`config.mk`:
```
export PLATFORM = sky130hd
export DESIGN_NAME = axi_mm2s_io
export DESIGN_NICKNAME = d
export VERILOG_FILES = /design/src/rtl/axi_mm2s_io.sv
export SDC_FILE = /design/constraint.sdc
export NUM_CORES = 2
export LEC_CHECK = 0
export CAP_MARGIN = 20
export CORE_AREA = 3 3 251 352
export CTS_CLUSTER_SIZE = 20
export DETAILED_ROUTE_END_ITERATION = 6
export DIE_AREA = 0 0 254 355
export RECOVER_POWER = 50
export SETUP_SLACK_MARGIN = 0.2
export SYNTH_ARGS = -nofsm -noshare
export SYNTH_HDL_FRONTEND = slang
export SYNTH_SLANG_ARGS = --single-unit
```
`constraint.sdc`:
```
create_clock -name clk -period 5.3 [get_ports clk]
set_clock_uncertainty 0.15 [all_clocks]
set_input_delay 0.795 -clock clk [delete_from_list [all_inputs] [get_ports clk]]
set_output_delay 0.795 -clock clk [all_outputs]
set_load 0.005 [all_outputs]
```
`src/rtl/axi_mm2s_io.sv`:
```
`timescale 1ns/1ps
`default_nettype none
// ============================================================================
//  Module   : axi_mm2s_io
//  Purpose  : AXI4 memory-to-stream reader. Splits the read into bursts,
//             realigns unaligned data and emits it packed on M_AXIS.
//  Revision : 1.0 - initial release
// ============================================================================
module axi_mm2s_io #(
   parameter int C_AXI_WIDTH      = 128,
   parameter int C_AXI_ADDR_WIDTH = 64,
   parameter int C_AXI_MAX_BURST  = 255
) (
   input  logic                        clk,
   input  logic                        rst_n,
   output logic                        busy,
   output logic [1:0]                  response,
   input  logic                        trigger,
   input  logic [C_AXI_ADDR_WIDTH-1:0] start_addr,
   input  logic [15:0]                 bytes_to_read,
   output logic [C_AXI_ADDR_WIDTH-1:0] m_axi_araddr,
   output logic [7:0]                  m_axi_arlen,
   output logic [2:0]                  m_axi_arsize,
   output logic                        m_axi_arvalid,
   input  logic                        m_axi_arready,
   input  logic [C_AXI_WIDTH-1:0]      m_axi_rdata,
   input  logic [1:0]                  m_axi_rresp,
   input  logic                        m_axi_rlast,
   input  logic                        m_axi_rvalid,
   output logic                        m_axi_rready,
   output logic [C_AXI_WIDTH-1:0]      m_axis_tdata,
   output logic [C_AXI_WIDTH/8-1:0]    m_axis_tstrb,
   output logic                        m_axis_tlast,
   output logic                        m_axis_tvalid,
   input  logic                        m_axis_tready
);

   localparam int c_NB = C_AXI_WIDTH / 8;
   localparam int c_OW = $clog2(c_NB);

   typedef enum logic [1:0] {
      AR_IDLE = 2'd0,
      AR_CALC = 2'd1,
      AR_ADDR = 2'd2,
      AR_DONE = 2'd3
   } ar_state_t;

   ar_state_t                   r_state;
   logic [C_AXI_ADDR_WIDTH-1:0] r_addr;
   logic [16:0]                 r_ar_rem;
   logic [C_AXI_ADDR_WIDTH-1:0] r_araddr;
   logic [7:0]                  r_arlen;
   logic [2:0]                  r_arsize;
   logic                        r_arvalid;

   logic                        r_busy;
   logic [1:0]                  r_response;
   logic [c_OW-1:0]             r_offset;
   logic [c_OW-1:0]             r_last_idx;
   logic [16:0]                 r_r_rem;
   logic [16:0]                 r_o_rem;
   logic                        r_first;
   logic [C_AXI_WIDTH-1:0]      r_hold;
   logic [C_AXI_WIDTH-1:0]      r_tdata;
   logic [c_NB-1:0]             r_tstrb;
   logic                        r_tlast;
   logic                        r_tvalid;

   logic                        w_start;
   logic [16:0]                 w_r_beats;
   logic [16:0]                 w_o_beats;
   logic [12:0]                 w_to4k;
   logic [16:0]                 w_4k_m1;
   logic [16:0]                 w_rem_m1;
   logic [7:0]                  w_arlen;
   logic [8:0]                  w_burst_beats;
   logic                        w_rready;
   logic                        w_rhs;
   logic                        w_out_free;
   logic                        w_flush;
   logic                        w_emit;
   logic                        w_is_last;
   logic [2*C_AXI_WIDTH-1:0]    w_cat;
   logic [C_AXI_WIDTH-1:0]      w_aligned;
   logic [C_AXI_WIDTH-1:0]      w_word;
   logic [c_NB-1:0]             w_strb;
   logic [C_AXI_WIDTH-1:0]      w_mask;
   logic                        w_unused;

   // rlast is deliberately ignored: R beats are counted instead
   assign w_unused = m_axi_rlast;

   assign w_start   = trigger & ~r_busy;
   assign w_r_beats = ({1'b0, bytes_to_read} + 17'(start_addr[c_OW-1:0]) + 17'(c_NB)) >> c_OW;
   assign w_o_beats = ({1'b0, bytes_to_read} + 17'(c_NB)) >> c_OW;

   assign w_to4k        = (13'h1000 - {1'b0, r_addr[11:0]}) >> c_OW;
   assign w_4k_m1       = {4'b0, w_to4k} - 17'd1;
   assign w_rem_m1      = r_ar_rem - 17'd1;
   assign w_burst_beats = {1'b0, r_arlen} + 9'd1;

   always_comb begin
      w_arlen = 8'(C_AXI_MAX_BURST);
      if (w_rem_m1 < 17'(C_AXI_MAX_BURST))
         w_arlen = w_rem_m1[7:0];
      if (w_4k_m1 < {9'b0, w_arlen})
         w_arlen = w_4k_m1[7:0];
   end

   always_ff @(posedge clk) begin
      if (!rst_n) begin
         r_state   <= AR_IDLE;
         r_addr    <= '0;
         r_ar_rem  <= '0;
         r_araddr  <= '0;
         r_arlen   <= '0;
         r_arsize  <= '0;
         r_arvalid <= 1'b0;
      end else begin
         case (r_state)
            AR_IDLE: ;
            AR_CALC: begin
               r_araddr  <= r_addr;
               r_arlen   <= w_arlen;
               r_arsize  <= 3'(c_OW);
               r_arvalid <= 1'b1;
               r_state   <= AR_ADDR;
            end
            AR_ADDR: begin
               if (m_axi_arready) begin
                  r_arvalid <= 1'b0;
                  r_addr    <= r_addr + (C_AXI_ADDR_WIDTH'(w_burst_beats) << c_OW);
                  r_ar_rem  <= r_ar_rem - {8'b0, w_burst_beats};
                  r_state   <= (r_ar_rem == {8'b0, w_burst_beats}) ? AR_DONE : AR_CALC;
               end
            end
            AR_DONE: begin
               if (!r_busy)
                  r_state <= AR_IDLE;
            end
            default: r_state <= AR_IDLE;
         endcase
         if (w_start) begin
            r_addr   <= {start_addr[C_AXI_ADDR_WIDTH-1:c_OW], {c_OW{1'b0}}};
            r_ar_rem <= w_r_beats;
            r_state  <= AR_CALC;
         end
      end
   end

   assign w_out_free = ~r_tvalid | m_axis_tready;
   assign w_rready   = r_busy & (r_r_rem != 17'd0) & w_out_free;
   assign w_rhs      = m_axi_rvalid & w_rready;
   // Flush drains the held word once every R beat is in but an output beat remains
   assign w_flush    = r_busy & (r_r_rem == 17'd0) & (r_o_rem != 17'd0) & w_out_free;
   assign w_emit     = (w_rhs & ((r_offset == '0) | ~r_first)) | w_flush;
   assign w_is_last  = (r_o_rem == 17'd1);

   assign w_cat     = {(w_rhs ? m_axi_rdata : {C_AXI_WIDTH{1'b0}}), r_hold};
   assign w_aligned = C_AXI_WIDTH'(w_cat >> {r_offset, 3'b000});
   assign w_word    = (r_offset == '0) ? m_axi_rdata : w_aligned;

   always_comb begin
      w_strb = '1;
      w_mask = '0;
      for (int j = 0; j < c_NB; j++) begin
         if (w_is_last && (c_OW'(j) > r_last_idx))
            w_strb[j] = 1'b0;
         w_mask[8*j +: 8] = {8{w_strb[j]}};
      end
   end

   always_ff @(posedge clk) begin
      if (!rst_n) begin
         r_busy     <= 1'b0;
         r_response <= 2'd0;
         r_offset   <= '0;
         r_last_idx <= '0;
         r_r_rem    <= '0;
         r_o_rem    <= '0;
         r_first    <= 1'b0;
         r_hold     <= '0;
         r_tdata    <= '0;
         r_tstrb    <= '0;
         r_tlast    <= 1'b0;
         r_tvalid   <= 1'b0;
      end else begin
         if (w_start) begin
            r_busy     <= 1'b1;
            r_response <= 2'd0;
            r_offset   <= start_addr[c_OW-1:0];
            r_last_idx <= bytes_to_read[c_OW-1:0];
            r_r_rem    <= w_r_beats;
            r_o_rem    <= w_o_beats;
            r_first    <= 1'b1;
         end
         if (w_rhs) begin
            r_r_rem <= r_r_rem - 17'd1;
            r_first <= 1'b0;
            r_hold  <= m_axi_rdata;
            if (!r_response[1])
               r_response <= m_axi_rresp[1] ? m_axi_rresp : 2'd1;
         end
         if (r_tvalid && m_axis_tready) begin
            r_tvalid <= 1'b0;
            r_tlast  <= 1'b0;
            if (r_tlast)
               r_busy <= 1'b0;
         end
         if (w_emit) begin
            r_tvalid <= 1'b1;
            r_tdata  <= w_word & w_mask;
            r_tstrb  <= w_strb;
            r_tlast  <= w_is_last;
            r_o_rem  <= r_o_rem - 17'd1;
         end
      end
   end

   assign busy          = r_busy;
   assign response      = r_response;
   assign m_axi_araddr  = r_araddr;
   assign m_axi_arlen   = r_arlen;
   assign m_axi_arsize  = r_arsize;
   assign m_axi_arvalid = r_arvalid;
   assign m_axi_rready  = w_rready;
   assign m_axis_tdata  = r_tdata;
   assign m_axis_tstrb  = r_tstrb;
   assign m_axis_tlast  = r_tlast;
   assign m_axis_tvalid = r_tvalid;

endmodule
`default_nettype wire

```
==> flow_metrics.tcl <==
set metrics [dict create \
    min_period_over_period 0.940 \
    synth_largest_area_cell "dfxtp_1" \
    grtUsageTotal 0.325 \
    hold_violations 0 \
    core_mm2 0.0855 \
    numCtsBuffers 52 \
    die_h_um 355 \
    remaining_drc_errors 0 \
    setup_violations 0 \
    ant_nets 0 \
    dr.pass1.iters 6 \
    final_nets 4270 \
    antenna_found_initial 23 \
    crit_fanout 108 \
    synth_seq_area_share 0.314 \
    postCtsHoldBufs 0 \
    grt_pass1_wl_um 214000 \
    max_slew_margin -0.970 \
    final_layout_size_suffix_gt1_frac 0.0870 \
    vias 31900 \
    syn_avg_cell_area_um2 7.92 \
    nFillCells 8690 \
    critPathSlowestCell "clkinvlp_4" \
    synth_edf_count 0 \
    start_kind "input pin" \
    syn_area_mm2 0.0299 \
    io_buffers 435 \
    synth_top_area_frac 0.314 \
    irDropWorstVdd_uv 232 \
    synthArstFlopShare 0 \
    grt_pass1_vias 30300 \
    root_buffer "clkbuf_16" \
    cpPeakStageDelay_ns 1.67 \
    gp_congestion 1.09 \
    cts_tree "yes" \
    avgViaCountPerCell 6.18 \
    p_per_area_mw_per_mm2 311 \
    max_freq_mhz 201 \
    cts.sinks 469 \
    ys_types 90 \
    fp.dieW_um 254 \
    num_rows 127 \
    dieArea_mm2 0.0902 \
    htree_levels 2 \
    clk_pin_slew_ns 0.07 \
    dp_hpwl_um 113000 \
    crit_type "in2reg" \
    leakagePower_nw 13.6 \
    fin_crit_ns 4.98 \
    slew_violations 169 \
    rsz0062_at_grt "false" \
    drt_iter0_drc 2941 \
    cp_data_required_time_ns 5.71 \
    syn_inst 3776 \
    crit_chain "buf_4 -> clkinvlp_4 -> a211oi_1 -> a41oi_4 -> nor3_2 -> a22oi_1 -> o21ai_0" \
    worstSkewPairLatency_ns 0.66 \
    critPathCaptureType "flop" \
    syn_to_final_growth_pct 23.9 \
    outcome "finished, violations left" \
    ys_warn_count 0 \
    grt-ovfl-total 0 \
    grt_max_degree 151 \
    start_util 0.350 \
    synth_top_cells_by_area "dfxtp_1 31%, nand2_1 8.6%, a21oi_1 7.4%" \
    violations "capacitance limit, slew limit" \
    boundaryPins 443 \
    wl_per_cell_um 29.5 \
    drv_cap 2 \
    arrival_ns 5.38 \
    tns_ns 0 \
    power_mw 11.5 \
    cts.path.max_buffers 3 \
    postLayoutCoreUtil 0.433 \
    holdCritPathClass "reg2reg" \
    synth_ff_type "dfxtp_1" \
    ys_ff_latch 469 \
    tightest_slew_ns 2.95 \
    wl_um 152000 \
]
[cell usage in the layout (no fill, tap or decap), types with 83 or more instances in the layout]
cell type,n
mux4_2,83
mux2i_1,152
nand2_1,688
clkdlybuf4s50_1,213
and3_1,84
a21oi_1,442
nor2_1,208
a211oi_1,119
o21ai_0,176
dlygate4sd3_1,221
dfxtp_1,465
[path summary, 6_finish.rpt]
path | start | end | slack [ns] | depth (start not counted)
worst max-delay path | rst_n | m_axis_tdata[77] | 0.32 | 7
worst min-delay path | r_r_rem[16] | r_r_rem[16] | 0.29 | 2
worst max register to register | r_ar_rem[0] | m_axi_arlen[4] | 0.57 | 15
worst min register to register | r_r_rem[16] | r_r_rem[16] | 0.29 | 2
[worst max-delay path, delay by kind of cell]
kind                   cells  cell delay (ns)
AOI/OAI and AO/OA          4             1.69
and+or+nand+nor            1             1.05
buffers and inverters      2             1.77
[cells in the mapped netlist (8+ instances only)]
| master | instances |
|---|---|
| a21boi_0 | 10 |
| inv_1 | 46 |
| xor2_1 | 54 |
| xnor2_1 | 56 |
| buf_2 | 50 |
| a22o_1 | 45 |
| o211ai_1 | 31 |
| mux2i_1 | 152 |
| nor2_1 | 210 |
| o22a_1 | 20 |
| nand2b_1 | 8 |
| nand2_1 | 688 |
| a32o_1 | 33 |
| o21ai_0 | 175 |
| buf_4 | 14 |
| nor3_2 | 11 |
| a22oi_1 | 21 |
| and2_1 | 32 |
| o221ai_1 | 8 |
| nor3_1 | 47 |
| mux4_2 | 83 |
| or3_1 | 35 |
| mux2_2 | 47 |
| o22ai_1 | 39 |
| buf_1 | 31 |
| dfxtp_1 | 469 |
| nand4_1 | 30 |
| ha_1 | 36 |
| o2111ai_1 | 14 |
| a21oi_1 | 442 |
| a211oi_1 | 119 |
| o21a_1 | 48 |
| a21o_1 | 11 |
| clkbuf_1 | 230 |
| a311oi_1 | 8 |
| nor4_1 | 26 |
| a221o_1 | 25 |
| nand3_1 | 73 |
| and3_1 | 84 |
| a31oi_1 | 56 |
| nor2b_1 | 37 |
[power by group]
| group | switching [mW] | internal [mW] | total, mW |
|---|---|---|---|
| Combinational | 1.99 | 1.19 | 3.18 |
| Clock | 1.72 | 2.50 | 4.22 |
| Sequential | 0.314 | 3.79 | 4.10 |
| Total | 4.02 | 7.48 | 11.5 |
[flip-flops by register name, summed over array words and instances, names as in the netlist, 2 cells and up]
name and count:
r_o_rem 17, r_addr 60, r_offset 4, m_axis_tdata 128
m_axis_tstrb 16, r_r_rem 17, r_last_idx 4, r_hold 128
r_state 2, r_ar_rem 17, m_axi_araddr 60, response 2
m_axi_arlen 8
[kinds of logic after synthesis]
kind of cell	share of synthesized area
AND/OR/NAND/NOR	0.204
AO/OA/AOI/OAI	0.251
flip-flops	0.314
buffers and inverters	0.0509
multiplexers	0.132
XOR/XNOR	0.0322
adder cells (fa/ha/maj)	0.0164
other	0.000125
[metal layers]
layer / wire length (µm) / up-vias / track usage
met5: 142 / - / 0
met4: 15800 / 20 / 0.274
met3: 12300 / 531 / 0.0709
met2: 71100 / 1601 / 0.541
met1: 52900 / 15400 / 0.349
li1: - / 14300 / -
[metrics by stage]
step	std cells	hold WS (ns)	setup WS (ns)	area (µm²)
2_1_floorplan	3781	0.260	1.24	29900
3_3_place_gp	5057	0.276	0.587	35100
3_5_place_dp	5057	0.279	0.545	35100
4_1_cts	5153	0.288	0.471	37000
5_1_grt	5155	0.312	0.143	37000
6_report	5166	0.287	0.320	37000
[timing repair]
| action | in CTS | in global routing |
|---|---|---|
| buffers inserted | 0 | 0 |
| setup endpoints to repair | 0 | 1 |
| gates resized for setup | 0 | 1 |
[cell type report]
cell class | instances | area (µm²) | area share
timing repair buffer | 506 | 5020 | 0.136
inverter | 47 | 184 | 0.00497
antenna | 13 | 32.5 | 0.000879
multi-input combinational | 2939 | 19100 | 0.515
clock inverter | 26 | 452 | 0.0122
tap | 1096 | 1370 | 0.0370
sequential | 469 | 9400 | 0.254
clock buffer | 70 | 1480 | 0.0400
No activity file was read; power rests on OpenSTA's default activity.
